File: src/rtl/pi1_arbiter_pkg.sv
// Shared PI1 definitions for the arbiter slice: op encodings and the
// arbiter FSM state type. Op codes live only here and are imported by
// every file that needs them.
package pi1_arbiter_pkg;

  // PI1 operation encodings.
  localparam logic [1:0] PINOOP = 2'b00;
  localparam logic [1:0] PIWROP = 2'b01;
  localparam logic [1:0] PIRDOP = 2'b10;
  localparam logic [1:0] PIRWOP = 2'b11;

  // Arbiter FSM states; also exported on the debug state port.
  typedef enum logic [1:0] {
    ST_IDLE  = 2'd0,
    ST_GRANT = 2'd1,
    ST_WAIT  = 2'd2
  } arb_state_e;

  // Downstream address width for a given data width: the byte-lane bits
  // are carried by the select lines instead of the address.
  function automatic int pi1_addr_width(input int archbitsz);
    return archbitsz - $clog2(archbitsz / 8);
  endfunction

endpackage

File: src/rtl/pi1_rrsel.sv
// Round-robin selector: purely combinational. Scans the request vector
// starting one past the last grant and wrapping, so the most recent
// owner has the lowest priority on the next arbitration.
module pi1_rrsel
  import pi1_arbiter_pkg::*;
#(
  parameter int MASTERCOUNT = 2
) (
  input  logic [MASTERCOUNT-1:0]         req,
  input  logic [$clog2(MASTERCOUNT)-1:0] last_grant,
  output logic [$clog2(MASTERCOUNT)-1:0] winner,
  output logic                           valid
);

  localparam int GW = $clog2(MASTERCOUNT);

  // First requester found in rotated order wins; later hits are ignored.
  always_comb begin
    logic [GW-1:0] cand;
    winner = '0;
    valid  = 1'b0;
    cand   = '0;
    for (int k = 1; k <= MASTERCOUNT; k++) begin
      cand = GW'((int'(last_grant) + k) % MASTERCOUNT);
      if (!valid && req[cand]) begin
        valid  = 1'b1;
        winner = cand;
      end
    end
  end

endmodule

File: src/rtl/pi1_arbiter.sv
// PI1 arbiter: shares one downstream PI1 port between MASTERCOUNT masters
// with round-robin fairness.
//
// Handshake: a master presents a non-NOOP op and holds it (with its
// address/data/sel) until it sees its own m_rdy_o bit high for one cycle.
// Downstream, s_op_o != NOOP together with s_rdy_i = 1 in GRANT is the
// acceptance; the first WAIT cycle with s_rdy_i = 1 is the response, which
// is forwarded to the owner as m_rdy_o[grant] = 1 with m_data_o = s_data_i.
//
// Optional watchdog: define PI1_ARBITER_WDT_EN to add a TIMEOUT-cycle
// limit on GRANT/WAIT and the sticky wdt_o output.
module pi1_arbiter
  import pi1_arbiter_pkg::*;
#(
  parameter int ARCHBITSZ   = 32,
  parameter int MASTERCOUNT = 2,
  parameter int TIMEOUT     = 255
) (
  input  logic                                          clk_i,
  input  logic                                          rst_i,
  input  logic [2*MASTERCOUNT-1:0]                      m_op_i,
  input  logic [MASTERCOUNT*pi1_addr_width(ARCHBITSZ)-1:0] m_addr_i,
  input  logic [MASTERCOUNT*ARCHBITSZ-1:0]              m_data_i,
  input  logic [MASTERCOUNT*(ARCHBITSZ/8)-1:0]          m_sel_i,
  output logic [ARCHBITSZ-1:0]                          m_data_o,
  output logic [MASTERCOUNT-1:0]                        m_rdy_o,
  output logic [1:0]                                    s_op_o,
  output logic [pi1_addr_width(ARCHBITSZ)-1:0]          s_addr_o,
  output logic [ARCHBITSZ-1:0]                          s_data_o,
  output logic [ARCHBITSZ/8-1:0]                        s_sel_o,
  input  logic [ARCHBITSZ-1:0]                          s_data_i,
  input  logic                                          s_rdy_i,
  output logic [$clog2(MASTERCOUNT)-1:0]                grant_o,
  output logic                                          busy_o,
`ifdef PI1_ARBITER_WDT_EN
  output logic                                          wdt_o,
`endif
  output arb_state_e                                    state_o
);

  localparam int AW = pi1_addr_width(ARCHBITSZ);
  localparam int SW = ARCHBITSZ / 8;
  localparam int GW = $clog2(MASTERCOUNT);

  arb_state_e state_q, state_d;
  logic [GW-1:0] grant_q, grant_d;
  logic [GW-1:0] last_q, last_d;

  logic [1:0]           op_arr   [MASTERCOUNT];
  logic [AW-1:0]        addr_arr [MASTERCOUNT];
  logic [ARCHBITSZ-1:0] data_arr [MASTERCOUNT];
  logic [SW-1:0]        sel_arr  [MASTERCOUNT];
  logic [MASTERCOUNT-1:0] req_vec;

  logic [GW-1:0] rr_winner;
  logic          rr_valid;
  logic          busy;
  logic          wdt_hit;

  // Split the flat per-master buses into indexable fields.
  for (genvar g = 0; g < MASTERCOUNT; g++) begin : g_unpack
    assign op_arr[g]   = m_op_i[2*g +: 2];
    assign addr_arr[g] = m_addr_i[AW*g +: AW];
    assign data_arr[g] = m_data_i[ARCHBITSZ*g +: ARCHBITSZ];
    assign sel_arr[g]  = m_sel_i[SW*g +: SW];
    assign req_vec[g]  = (op_arr[g] != PINOOP);
  end

  pi1_rrsel #(
    .MASTERCOUNT(MASTERCOUNT)
  ) u_rrsel (
    .req       (req_vec),
    .last_grant(last_q),
    .winner    (rr_winner),
    .valid     (rr_valid)
  );

  assign busy    = (state_q != ST_IDLE);
  assign busy_o  = busy;
  assign grant_o = grant_q;
  assign state_o = state_q;

`ifdef PI1_ARBITER_WDT_EN
  localparam int CW = $clog2(TIMEOUT + 1);

  logic [CW-1:0] wdt_cnt_q;
  logic          wdt_q;

  // The owner has held the port for TIMEOUT cycles: abandon it.
  assign wdt_hit = busy && (wdt_cnt_q == CW'(TIMEOUT));

  // Watchdog counter restarts every time the FSM passes through IDLE, so
  // it reads 0 in the first GRANT cycle; the alarm flag is sticky.
  always_ff @(posedge clk_i) begin
    if (!rst_i) begin
      wdt_cnt_q <= '0;
      wdt_q     <= 1'b0;
    end else begin
      if (state_q == ST_IDLE) begin
        wdt_cnt_q <= '0;
      end else begin
        wdt_cnt_q <= wdt_cnt_q + CW'(1);
      end
      if (wdt_hit) begin
        wdt_q <= 1'b1;
      end
    end
  end

  assign wdt_o = wdt_q | (wdt_hit & rst_i);
`else
  assign wdt_hit = 1'b0;
`endif

  // State, current grant and last-grant registers.
  always_ff @(posedge clk_i) begin
    if (!rst_i) begin
      state_q <= ST_IDLE;
      grant_q <= '0;
      last_q  <= GW'(MASTERCOUNT - 1);
    end else begin
      state_q <= state_d;
      grant_q <= grant_d;
      last_q  <= last_d;
    end
  end

  // Next-state logic plus the downstream mirror and upstream response.
  always_comb begin
    state_d  = state_q;
    grant_d  = grant_q;
    last_d   = last_q;
    s_op_o   = PINOOP;
    s_addr_o = addr_arr[grant_q];
    s_data_o = data_arr[grant_q];
    s_sel_o  = sel_arr[grant_q];
    m_rdy_o  = '0;
    m_data_o = '0;

    case (state_q)
      ST_IDLE: begin
        // Arbitration only happens here, so the grant is stable while busy.
        if (rr_valid) begin
          grant_d = rr_winner;
          last_d  = rr_winner;
          state_d = ST_GRANT;
        end
      end

      ST_GRANT: begin
        if (wdt_hit) begin
          m_rdy_o[grant_q] = 1'b1;
          state_d          = ST_IDLE;
        end else if (op_arr[grant_q] == PINOOP) begin
          // Owner withdrew before acceptance: nothing goes downstream.
          state_d = ST_IDLE;
        end else begin
          s_op_o = op_arr[grant_q];
          if (s_rdy_i) begin
            state_d = ST_WAIT;
          end
        end
      end

      ST_WAIT: begin
        if (wdt_hit) begin
          m_rdy_o[grant_q] = 1'b1;
          state_d          = ST_IDLE;
        end else if (s_rdy_i) begin
          m_rdy_o[grant_q] = 1'b1;
          m_data_o         = s_data_i;
          state_d          = ST_IDLE;
        end
      end

      default: begin
        state_d = ST_IDLE;
      end
    endcase

    // A transaction cut short by reset must not complete or issue.
    if (!rst_i) begin
      s_op_o   = PINOOP;
      m_rdy_o  = '0;
      m_data_o = '0;
    end
  end

endmodule
File: config.mk
export PLATFORM = sky130hd
export DESIGN_NAME = pi1_arbiter
export DESIGN_NICKNAME = d
export VERILOG_FILES = /design/src/rtl/pi1_arbiter_pkg.sv /design/src/rtl/pi1_rrsel.sv /design/src/rtl/pi1_arbiter.sv
export SDC_FILE = /design/constraint.sdc
export NUM_CORES = 1
export LEC_CHECK = 0
export ABC_AREA = 1
export ABC_CLOCK_PERIOD_IN_PS = 1300
export BUFFER_PORTS_ARGS = -buffer_cell sky130_fd_sc_hd__buf_2
export CAP_MARGIN = 10
export CORE_AREA = 4 4 105 107
export DETAILED_ROUTE_END_ITERATION = 10
export DIE_AREA = 0 0 109 111
export SLEW_MARGIN = 20
export SYNTH_ARGS = -nofsm -noshare
export SYNTH_HDL_FRONTEND = slang
export SYNTH_SLANG_ARGS = --single-unit
File: constraint.sdc
create_clock -name clk_i -period 1.3 [get_ports clk_i]
set_input_delay 0 -clock clk_i [delete_from_list [all_inputs] [get_ports clk_i]]
set_output_delay 0 -clock clk_i [all_outputs]
set_load 0.01 [all_outputs]
Word-level counts from Yosys, hierarchy flattened
Cells that the tools add are included.

word-level totals
  bits in registers = 4
  input port bits = 171
  output and inout port bits = 106

cells by class
  $add $sub $neg = 2
  magnitude comparators = 5
  equality and inequality tests = 5
  mux-type cells = 36
  bitwise gates (word level) = 1
  reduce and logical (&&, ||, !) cells = 10

operator list
  cell                                                count
  2-to-1 mux 32 bit                                   6
  2-to-1 mux 30 bit                                   3
  2-to-1 mux 2 bit                                    13
  2-to-1 mux 4 bit                                    3
  2-to-1 mux 1 bit                                    9
  < comparator 1 x 2 -> 1 bit, second input constant  3
  case mux 2 bit (3 select lines)                     1
  nonzero test 2 bit                                  3
  logical NOT 2 bit                                   2
  inequality test 2 bit, second input constant        2
  inequality test 3 bit, second input constant        1
  AND reduction 3 bit                                 1
  adder 1 bit, second input constant                  2
  == test 2 x 1 -> 1 bit, second input constant       1
  == test 2 bit, second input constant                1
  >= comparator 2 bit, second input constant          1
  logical AND 1 bit                                   2
  NOT 1 -> 2 bit                                      1
  AND reduction 2 bit                                 1
  demux 1 bit (select 1 bit)                          1
  >= comparator 1 bit, second input constant          1
  logical NOT 1 bit                                   1

Longest topological paths before layout
Gate-level depths: netlist (run 1).

  depth after elaboration = 9
  depth in mapped cells = 8

By module
Synthesis (run 1) repeated with hierarchy kept, for this count alone.

unflattened totals
  cells, all modules = 331
  area total of the unflattened synthesis = 1405.1 µm²

modules (own cells, without submodules)
  module       instances  cells each  area an instance (µm²)  sequential area each (µm²)
  pi1_arbiter  1          328         1390.1                  80.1
  pi1_rrsel    1          3           15.0                    0.0

Least setup slack after synthesis (run 1)
OpenSTA, ideal clock, no wires.

  kind = reg-to-reg
  start point = register grant_q, in the netlist grant_o
  end point = register state_q[1], in the netlist state_o[1]
  data arrival time = 0.894 ns
  data required time = 1.185 ns
  setup slack = 0.291 ns
  stages on the path, launching flop included = 9
  period minus slack after synthesis = 1.009 ns
  path through = dfxtp_1 -> buf_6 -> inv_4 -> nand2_1 -> nand2_1 -> nand2_1 -> nand2_1 -> a21oi_1 -> nor2_1

between the ends
  cells in the longest elaborated chain, start to end = 7
  elaborated cells on any way between the ends = 9
  those cells by class = eq/ne: 1; mux: 5; bitwise: 1; reduce/logical: 2

RTL lines
  item                                                                              RTL line            RTL
  from (decl)                                                                       pi1_arbiter.sv:46   logic [GW-1:0] grant_q, grant_d;
  from (signal assigned)                                                            pi1_arbiter.sv:123  grant_q <= grant_d;
  NOT 1 -> 2 bit (implied by the code) *                                            pi1_arbiter.sv:154  end else if (op_arr[grant_q] == PINOOP) begin
  2-to-1 mux 2 bit (implied by the code) * (3 in series)                            pi1_arbiter.sv:154
  logical NOT 2 bit *                                                               pi1_arbiter.sv:154
  inequality test 3 bit (no line) or 2-to-1 mux 2 bit (tied branches)               n/a
  AND reduction 3 bit (no line) or case mux 2 bit (3 select lines) (tied branches)  n/a
  to (signal assigned)                                                              pi1_arbiter.sv:122  state_q <= state_d;
  to (decl)                                                                         pi1_arbiter.sv:45   arb_state_e state_q, state_d;

Mark *: on every way between the ends. The rest lies on a longest branch, timed or not. The select of a mux whose other input is x is not followed.
A chain may end at the register's enable or synchronous reset.

Worst setup path in the final report (run 1)
  start point = register state_q[0], in the netlist state_o[0]
  end point = output port s_op_o[0]

between the ends
  cells in the longest elaborated chain, start to end = 3

RTL lines
  item                    RTL line            RTL
  == test 2 x 1 -> 1 bit  pi1_arbiter.sv:140  case (state_q)
  2-to-1 mux 2 bit        pi1_arbiter.sv:140
  2-to-1 mux 2 bit        pi1_arbiter.sv:182  if (!rst_i) begin
  to (decl)               pi1_arbiter.sv:27   output logic [1:0] s_op_o,

No other way between the ends.

==> results of run 1 <==
[metal layers]
metal | wire [um] | GRT usage | vias up
met5 | 34 | 0 | -
met4 | 82 | 0.01852 | 4
met3 | 942 | 0.02563 | 8
met2 | 4287 | 0.2289 | 153
met1 | 3286 | 0.1371 | 1159
li1 | - | - | 1518
[cells in the final DEF (no fill, tap or decap)]
| cell type | netlist | routed |
|---|---|---|
| dfxtp_1 | 4 | 2 |
| dfxtp_4 | 0 | 2 |
| buf_6 | 5 | 3 |
| inv_4 | 1 | 1 |
| nand2_1 | 245 | 243 |
| inv_2 | 1 | 1 |
| nor2_2 | 1 | 1 |
| buf_12 | 0 | 4 |
| clkbuf_16 | 0 | 1 |
| nor3_1 | 2 | 2 |
| nor2_1 | 40 | 40 |
| nand2_2 | 0 | 2 |
| o21ai_0 | 1 | 1 |
| nor2_4 | 1 | 1 |
| clkbuf_8 | 0 | 3 |
| inv_1 | 9 | 9 |
| nand3_1 | 4 | 4 |
| buf_2 | 9 | 276 |
| buf_4 | 6 | 3 |
| a21oi_1 | 3 | 3 |
[sequential cells by signal, indices dropped and copies added (netlist names)]
register,count
last_q,1
grant_o,1
state_o,2
[kinds of logic (layout without fill, tap and decap cells)]
family,Yosys count,after routing,synth area share
DFF,4,4,0.05674
AOI/OAI and AO/OA,4,4,0.01418
and+or+nand+nor,293,293,0.7917
buffers and inverters,32,301,0.1374
[layout make-up]
type,instances,area (um2),share of cell area
repair buffers,287,1543,0.5095
multi-input cells,297,1142,0.3773
well taps,136,170.2,0.05620
flip-flops and latches,4,87.58,0.02893
inverters,11,43.79,0.01446
clock buffers,3,41.29,0.01364
[per-stage QoR]
step           utilization  cell area (um2)  setup WS, ps
6_report            0.2987             3028         85.17
5_1_grt             0.2987             3028        -19.63
4_1_cts             0.2941             2982         37.00
3_5_place_dp        0.2892             2932         187.7
3_3_place_gp        0.2892             2932         228.2
2_1_floorplan            -             1411         290.6
[worst max-delay path by stage]
stage,end,slack [ps],cells after the start
final,s_op_o[0],90,5
after global routing,m_data_o[30],-20,6
after CTS,m_data_o[19],40,6
after detailed placement,m_data_o[19],190,6
after global placement,m_data_o[19],230,6
after floorplan,state_o[1]$_SDFFE_PN0P_,290,8
[repair_timing]
action | 4_1_cts | 5_1_grt
pin swaps | 1 | 1
cloned | 0 | 1
setup endpoints to repair | 16 | 25
resized for setup | 1 | 7
buffers inserted | 1 | 0
[critical path: stages, from the launching register on]
cell and delay, ps:
dfxtp_1 410, inv_1 80, nor2_2 150, nand3_1 130, nor2_1 100, buf_2 140
[where the power goes]
group | switching (mW) | internal [mW]
logic | 0.858 | 0.676
clock network | 0.0563 | 0.197
registers | 0.0258 | 0.147
==> flow_summary.yaml, run 1 <==
outcome:
  status: "finished, final reports clean"
clocking:
  cts_tree: "built"
  clkTransAtPathRegs_ps: 30
  numCtsBuffers: 3
  clkSinkCount: 4
  clk-insertion-delay-late_ps: 210
  cts_hold_buffers: 0
  ctsLongestPathBuffers: 2
  cts_max_level: 1
  root_buffer: "clkbuf_8"
sta:
  final-setup-viol-count: 0
  whs_ps: 30.50
  worst_pin_slew_ps: 230.5
  relSlewSlack: 0.8463
  setup-tns-final_ps: 0
  max_freq_mhz: 823.2
  drv_slew: 0
  hold_viol: 0
  rsz0062_at_grt: "true"
  timing.final.crit_share: 0.9345
  fin_worst_skew_ps: 4.108
  period_needed_ps: 1215
global_route:
  antenna_found_initial: 2
  grt_overflow: 0
  grt_usage: 0.1206
  grt_pass1_wl_um: 12100
  grt_pass1_vias: 2582
  grt_max_degree: 55
yosys:
  synth_fp_nets: 504
  netlist-cell-type-count: 16
  synth_ff_type: "dfxtp_1"
  synth_top_area_frac: 0.6516
  yosys_warnings: 0
  yosysMostFrequentCell: "nand2_1"
  async_reset_ff_frac: 0
  synth_area_leaders: "nand2_1 65%, nor2_1 11%, dfxtp_1 5.7%"
  synth_cells: 333
  ys_ff_latch: 4
  seq_area_frac_synth: 0.05674
  synth_area_um2: 1411
  synthTopCellsByCount: "245 x nand2_1, 40 x nor2_1, 9 x buf_2, 9 x inv_1, 6 x buf_4"
  synth_area_leader_cell: "nand2_1"
  synth_edf_count: 0
  synth_area_per_cell_um2: 4.238
final_layout:
  nets: 775
  fillers: 1180
  drive_above_1_share: 0.4950
  fin_cells: 738
  area_growth_pct: 114.5
  diodes: 0
floorplanning:
  start_util: 0.1392
  fp.dieW_um: 109
  fp.dieH_um: 111
  rows: 37
  io_pins: 277
  die_area_um2: 12100
  core_area_um2: 10140
setup_path:
  crit_path_start: "state_o[0]$_SDFFE_PN0P_"
  critPathKind: "register to output pin"
  startpoint_type: "register"
  required_ps: 1300
  regToRegStartpoint: "state_o[0]$_SDFFE_PN0P_"
  r2r-end: "state_o[1]$_SDFFE_PN0P_"
  arrival_ps: 1210
  crit_fanout: 4
  reg2regPathDepth: 6
  end_kind: "output pin"
  ff2ff_setup_slack_ps: 250
run:
  drv_cap: 0
placed_design:
  place_congestion: 0.8813
  portBuffers: 276
  placed_cells: 733
  place_hpwl_um: 7299
min_path:
  min_from: "rst_i"
  hold_class: "input port to register"
  hold_depth: 2
  hold_end: "last_q$_SDFFE_PN1P_"
routing:
  postRouteAntennaNets: 0
  wirelength_um: 8632
  vias_per_cell: 3.851
  wl_per_cell_um: 11.70
  drtPass1Iterations: 4
  drtIter0Drc: 119
  drc: 0
  num_vias: 2842
pwr:
  power_density_nw_per_um2: 647.2
  p_leak_nw: 2.044
  finalPower_mw: 1.960
  peakVddDrop_mv: 0.3912
No activity file was read; power rests on OpenSTA's default activity.
==> run 2: changes to the inputs <==
--- a/config.mk
+++ b/config.mk
@@ -12,6 +12,8 @@
 export CORE_AREA = 4 4 105 107
 export DETAILED_ROUTE_END_ITERATION = 10
 export DIE_AREA = 0 0 109 111
+export PLACE_DENSITY = 0.53
+export REMOVE_ABC_BUFFERS = 1
 export SLEW_MARGIN = 20
 export SYNTH_ARGS = -nofsm -noshare
 export SYNTH_HDL_FRONTEND = slang
==> run 2 against run 1 <==
Net effect:
- the run now ends with negative setup slack left
- sequential power increased by 3%
- total power up 9.5%
- first-iteration DRC count up 19%
- non-clock buffer count rose by 1
- register-to-register slack is essentially flat
- sequential share of layout area fell by 0.17 points
- routed wire length increased by 14%
- worst hold slack worse by 26 ps
- via count up 4.4%
- setup slack worse by 120 ps
- maximum frequency shrank 8.9%
- count of clock-buffer cells in the layout did not move
- highest routed layer is now met4
==> flow_summary.yaml, run 2 (synthesized netlist as in run 1, its figures left out) <==
setup_path:
  reg2regPathDepth: 6
  regToRegStartpoint: "grant_o$_SDFFE_PN0P_"
  arrival_ps: 1330
  ff2ff_setup_slack_ps: 260
  crit_fanout: 8
  startpoint_type: "register"
  r2r-end: "state_o[1]$_SDFFE_PN0P_"
  end_kind: "output pin"
  crit_path_start: "state_o[1]$_SDFFE_PN0P_"
  required_ps: 1300
  critPathKind: "register to output pin"
  crit_path_end: "m_data_o[5]"
clocking:
  cts_tree: "built"
  numCtsBuffers: 3
  cts_max_level: 1
  clkTransAtPathRegs_ps: 30
  cts_hold_buffers: 0
  clk-insertion-delay-late_ps: 220
  root_buffer: "clkbuf_8"
  clkSinkCount: 4
  ctsLongestPathBuffers: 2
floorplanning:
  io_pins: 277
  die_area_um2: 12100
  fp.dieH_um: 111
  rows: 37
  core_area_um2: 10140
  fp.dieW_um: 109
  start_util: 0.1392
outcome:
  status: "complete, but fails checks"
  violations: "negative setup slack"
pwr:
  p_comb_frac: 0.793
  cellInternalPower_mw: 1.100
  seq_power_share: 0.083
  peakVddDrop_mv: 0.2845
  net-switching-power_mw: 1.047
  switching_share: 0.4876
  power_density_nw_per_um2: 667.7
  p_leak_nw: 2.124
  finalPower_mw: 2.146
  p_clk_frac: 0.124
final_layout:
  final_cell_mix: "276 x buf_2, 218 x nand2_1, 36 x nor2_1"
  drive_above_1_share: 0.5473
  multi_input_area_um2: 1240
  nets: 776
  diodes: 0
  area_growth_pct: 127.7
  layout_commonest_cell: "buf_2"
  fillers: 1167
  seq_area_um2: 87.58
  largest_reg_flops: 2
placed_design:
  place_congestion: 0.9186
  portBuffers: 276
  place_hpwl_um: 7833
sta:
  period_needed_ps: 1333
  timing.final.crit_share: 1.026
  hold_viol: 0
  setup-tns-final_ps: -54.23
  drv_slew: 0
  final-setup-viol-count: 7
  max_freq_mhz: 750.1
  setup_ws_ps: -33.21
  fin_worst_skew_ps: 0.3906
  worst_pin_slew_ps: 330.8
  rsz0062_at_grt: "true"
  relSlewSlack: 0.7795
global_route:
  grt_usage: 0.1356
  grt_pass1_vias: 2812
  grt_overflow: 0
  grt_pass1_wl_um: 13480
  antenna_found_initial: 0
  grt_max_degree: 57
routing:
  drtIter0Drc: 142
  drtPass1Iterations: 4
  num_vias: 2966
  drc: 0
  wl_per_cell_um: 13.31
  vias_per_cell: 4.014
  wirelength_um: 9837
  postRouteAntennaNets: 0
run:
  drv_cap: 0
min_path:
  hold_class: "input port to register"
[run 2: cell count changes in the layout (fill, tap and decap cells not counted), moves of 2 or more]
cell	before	now
nor2_2	1	5
clkbuf_16	1	4
buf_6	3	0
nand2_4	0	4
nand2_2	2	23
nand2_1	243	218
buf_16	0	2
nor2_1	40	36
[run 2: stage by stage]
| step | setup WS [ps] | hold slack [ps] | instances | cell area, um2 | utilization |
|---|---|---|---|---|---|
| floorplan | -1303 | 84.61 | 312 | 1261 | - |
| global placement | 178.5 | 230.3 | 729 | 2877 | 0.2837 |
| detailed placement | 186.1 | 231.8 | 729 | 2877 | 0.2837 |
| CTS | -61.63 | 2.673 | 733 | 2954 | 0.2914 |
| global route | -112.9 | 13.75 | 739 | 3214 | 0.3170 |
| finish | -33.21 | 4.389 | 739 | 3214 | 0.3170 |
[run 2: routing by layer]
layer | track usage | part of all wire | vias up | wire length [um]
li1 | - | - | 1523 | -
met1 | 0.1550 | 0.38 | 1290 | 3781
met2 | 0.2617 | 0.52 | 149 | 5083
met3 | 0.02504 | 0.094 | 4 | 925
met4 | 0.01515 | 0.0047 | 0 | 46
met5 | 0 | 0 | - | 0
[run 2: worst min-delay path by stage]
stage | slack (ps) | cells past startpoint | to | start
after floorplan | 80 | 1 | last_q$_SDFFE_PN1P_ | rst_i
after global placement | 230 | 2 | last_q$_SDFFE_PN1P_ | rst_i
after detailed placement | 230 | 2 | last_q$_SDFFE_PN1P_ | rst_i
after CTS | 3 | 2 | last_q$_SDFFE_PN1P_ | rst_i
after global routing | 10 | 2 | last_q$_SDFFE_PN1P_ | rst_i
final | 4 | 2 | last_q$_SDFFE_PN1P_ | rst_i
[run 2: worst max-delay path, cell delays in order (launching register included)]
cell	delay, ps
dfxtp_4	350
inv_2	40
nor2_4	130
buf_12	150
clkbuf_16	160
nand2_2	50
nor2_1	100
buf_2	140
[run 2: repair_timing]
| action | CTS | global route |
|---|---|---|
| setup endpoints to repair | 24 | 100 |
| gates cloned | 1 | 4 |
| resized for setup | 3 | 46 |
| buffers inserted | 0 | 2 |
| pin swaps | 0 | 1 |
[run 2: final cells by class]
type,count,area share
clock buffers,3,0.01285
inverters,11,0.01518
multi-input cells,297,0.3858
flip-flops and latches,4,0.02725
well taps,136,0.05294
repair buffers,288,0.5060
[run 2: power by group through the flow]
stage,Combinational (mW),Sequential (mW),Clock [mW]
3_3_place_gp,1.49,0.169,0
4_1_cts,1.54,0.171,0.276
6_report,1.70,0.178,0.266
3_5_place_dp,1.49,0.172,0
2_1_floorplan,0.658,0.222,0
5_1_grt,1.87,0.183,0.276
==> run 3: changes to the inputs <==
--- a/config.mk
+++ b/config.mk
@@ -5,14 +5,13 @@
 export SDC_FILE = /design/constraint.sdc
 export NUM_CORES = 1
 export LEC_CHECK = 0
-export ABC_AREA = 1
 export ABC_CLOCK_PERIOD_IN_PS = 1300
 export BUFFER_PORTS_ARGS = -buffer_cell sky130_fd_sc_hd__buf_2
 export CAP_MARGIN = 10
-export CORE_AREA = 4 4 105 107
+export CORE_AREA = 4 4 106 108
 export DETAILED_ROUTE_END_ITERATION = 10
-export DIE_AREA = 0 0 109 111
-export PLACE_DENSITY = 0.53
+export DIE_AREA = 0 0 110 112
+export PLACE_DENSITY = 0.51
 export REMOVE_ABC_BUFFERS = 1
 export SLEW_MARGIN = 20
 export SYNTH_ARGS = -nofsm -noshare
==> constraint.sdc (replaced) <==
create_clock -name clk_i -period 1.3 [get_ports clk_i]
set_input_delay 0 -clock clk_i [delete_from_list [all_inputs] [get_ports clk_i]]
set_output_delay 0 -clock clk_i [all_outputs]
set_load 0.1 [all_outputs]
==> run 3 against run 2 <==
Net effect:
- the run still ends with negative setup slack left
- sequential share of layout area decreased by 1.0 points
- non-clock buffer count up 1
- count of clock-buffer cells in the layout up 1
- via count shrank 21%
- synthesized cell count shrank 58%
- first-iteration DRC count decreased by 87%
- routed wire length grew 5.1%
- sequential power shrank 12%
- critical path depth is 4 lower
- largest cell class unchanged
- largest power group unchanged
==> flow_summary.yaml, run 3 <==
floorplanning:
  core_area_um2: 10230
  die_area_um2: 12320
  io_pins: 277
  fp.dieH_um: 112
  fp.dieW_um: 110
  rows: 37
  start_util: 0.1244
clocking:
  numCtsBuffers: 3
  root_buffer: "clkbuf_8"
  cts_max_level: 1
  clkSinkCount: 4
  ctsLongestPathBuffers: 2
  clk-insertion-delay-late_ps: 230
  clkTransAtPathRegs_ps: 40
  cts_tree: "built"
pwr:
  finalPower_mw: 4.230
  seq_power_share: 0.037
  cellInternalPower_mw: 1.862
  p_comb_frac: 0.895
  p_leak_nw: 2.448
  peakVddDrop_mv: 0.6834
  net-switching-power_mw: 2.368
  p_clk_frac: 0.068
  power_density_nw_per_um2: 846.1
  switching_share: 0.5599
setup_path:
  path_cells: "clkbuf_16 -> mux2_2 -> buf_12"
  reg2regPathDepth: 5
  startpoint_type: "register"
  end_kind: "output pin"
  arrival_ps: 1420
  crit_fanout: 17
  slowest_delay_ps: 420
  required_ps: 1300
  critPathSlowestCell: "dfxtp_4"
  critPathKind: "register to output pin"
final_layout:
  layout_commonest_cell: "buf_2"
  nets: 599
  drive_above_1_share: 0.9602
  final_core_util: 0.4887
  area_growth_pct: 292.9
  largest_reg_flops: 2
  final_cell_mix: "172 x buf_2, 107 x buf_12, 58 x mux2_4"
  diodes: 0
placed_design:
  portBuffers: 276
  place_congestion: 0.8168
  place_hpwl_um: 8003
routing:
  wl_per_cell_um: 18.36
  num_vias: 2344
  drtPass1Iterations: 4
  drtIter0Drc: 18
  drc: 0
  postRouteAntennaNets: 0
  vias_per_cell: 4.163
  wirelength_um: 10330
yosys:
  netlist-cell-type-count: 23
  synth_area_per_cell_um2: 9.025
  yosys_warnings: 0
  synth_area_leaders: "mux2_2 58%, and2_1 16%, dfxtp_1 6.3%"
  ys_ff_latch: 4
  synth_cells: 141
  yosysMostFrequentCell: "mux2_2"
  synth_area_leader_cell: "mux2_2"
  synth_edf_count: 0
  synthTopCellsByCount: "66 x mux2_2, 33 x and2_1, 7 x buf_2"
  seq_area_frac_synth: 0.06293
  synth_top_area_frac: 0.5841
  synth_area_um2: 1272
  async_reset_ff_frac: 0
  synth_ff_type: "dfxtp_1"
sta:
  worst_pin_slew_ps: 484.8
  period_needed_ps: 1423
  setup-tns-final_ps: -7326
  whs_ps: 71.76
  relSlewSlack: 0.6790
  max_freq_mhz: 702.6
  hold_viol: 0
  drv_slew: 0
  timing.final.crit_share: 1.095
  fin_worst_skew_ps: 4.534
  rsz0062_at_grt: "true"
  final-setup-viol-count: 102
  setup_ws_ps: -123.3
outcome:
  status: "complete, but fails checks"
  violations: "negative setup slack"
global_route:
  antenna_found_initial: 0
  grt_usage: 0.1455
  grt_overflow: 0
  grt_pass1_vias: 2555
  grt_pass1_wl_um: 13920
  grt_max_degree: 35
run:
  drv_cap: 0
min_path:
  hold_class: "input port to register"
  hold_depth: 2
[run 3: changes by cell type in the layout (fill, tap and decap cells not counted), sizes merged, moves of 3 or more]
cell and change:
and3 +6, buf +3, mux2 +66, nor2b +3, nor2 -38, nand2 -244
nand3 -4, inv -10, and2 +33, o21a +4
[run 3: what timing repair did]
action / in CTS / in global routing
buffers inserted: 3 / 1
gates cloned: 7 / 2
endpoints found under the setup margin: 102 / 104
pin swaps: 37 / 11
hold buffers: 0 / 0
gates resized for setup: 73 / 43
[run 3: power groups by stage]
stage / clock, mW / combinational, mW / sequential (mW)
after floorplan: 0 / 1.98 / 0.259
after detailed placement: 0 / 3.48 / 0.154
after global routing: 0.310 / 3.89 / 0.157
final: 0.289 / 3.79 / 0.156
after global placement: 0 / 3.46 / 0.154
after CTS: 0.297 / 3.66 / 0.152
[run 3: through the flow]
| stage | instances | area, um2 | setup WS, ps |
|---|---|---|---|
| after global placement | 546 | 4383 | 11.83 |
| after floorplan | 129 | 1204 | -2777 |
| after global routing | 563 | 5000 | -161.1 |
| final | 563 | 5000 | -123.3 |
| after detailed placement | 546 | 4383 | 8.227 |
| after CTS | 560 | 4775 | -133.8 |
[run 3: path summary, 6_finish.rpt]
kind | startpoint | to | slack, ps
hold reg to reg | last_q$_SDFFE_PN1P_ | last_q$_SDFFE_PN1P_ | 510
setup / recovery | grant_o$_SDFFE_PN0P_ | s_addr_o[21] | -120
setup reg to reg | grant_o$_SDFFE_PN0P_ | state_o[1]$_SDFFE_PN0P_ | 20
hold / removal | rst_i | last_q$_SDFFE_PN1P_ | 70
[run 3: cells by family (layout without fill, tap and decap cells)]
group,after synthesis,in the layout,share of synthesized area
muxes,68,68,0.5998
and+or+nand+nor,46,51,0.2242
buffers and inverters,13,294,0.05702
AOI/OAI and AO/OA,10,10,0.05605
DFF,4,4,0.06293
[run 3: metal layers]
layer  up-vias  GRT usage  share of wire
li1       1084          -              -
met5         -          0              0
met2       172     0.2917           0.56
met4         0    0.02244         0.0066
met3         6    0.04754           0.12
met1      1082     0.1420           0.32
[run 3: critical path: cells and delay by family, from the launching register on]
kind     cells  cell delay, ps
buf+inv      2             390
flops        1             420
mux          1             370
[run 3: cell type report]
type	instances	area, um2
clock buffer	4	45.04
fill	941	5231
inverter	1	3.754
multi-input combinational	129	1534
sequential	4	86.33
tap	136	170.2
timing repair buffer	289	3161
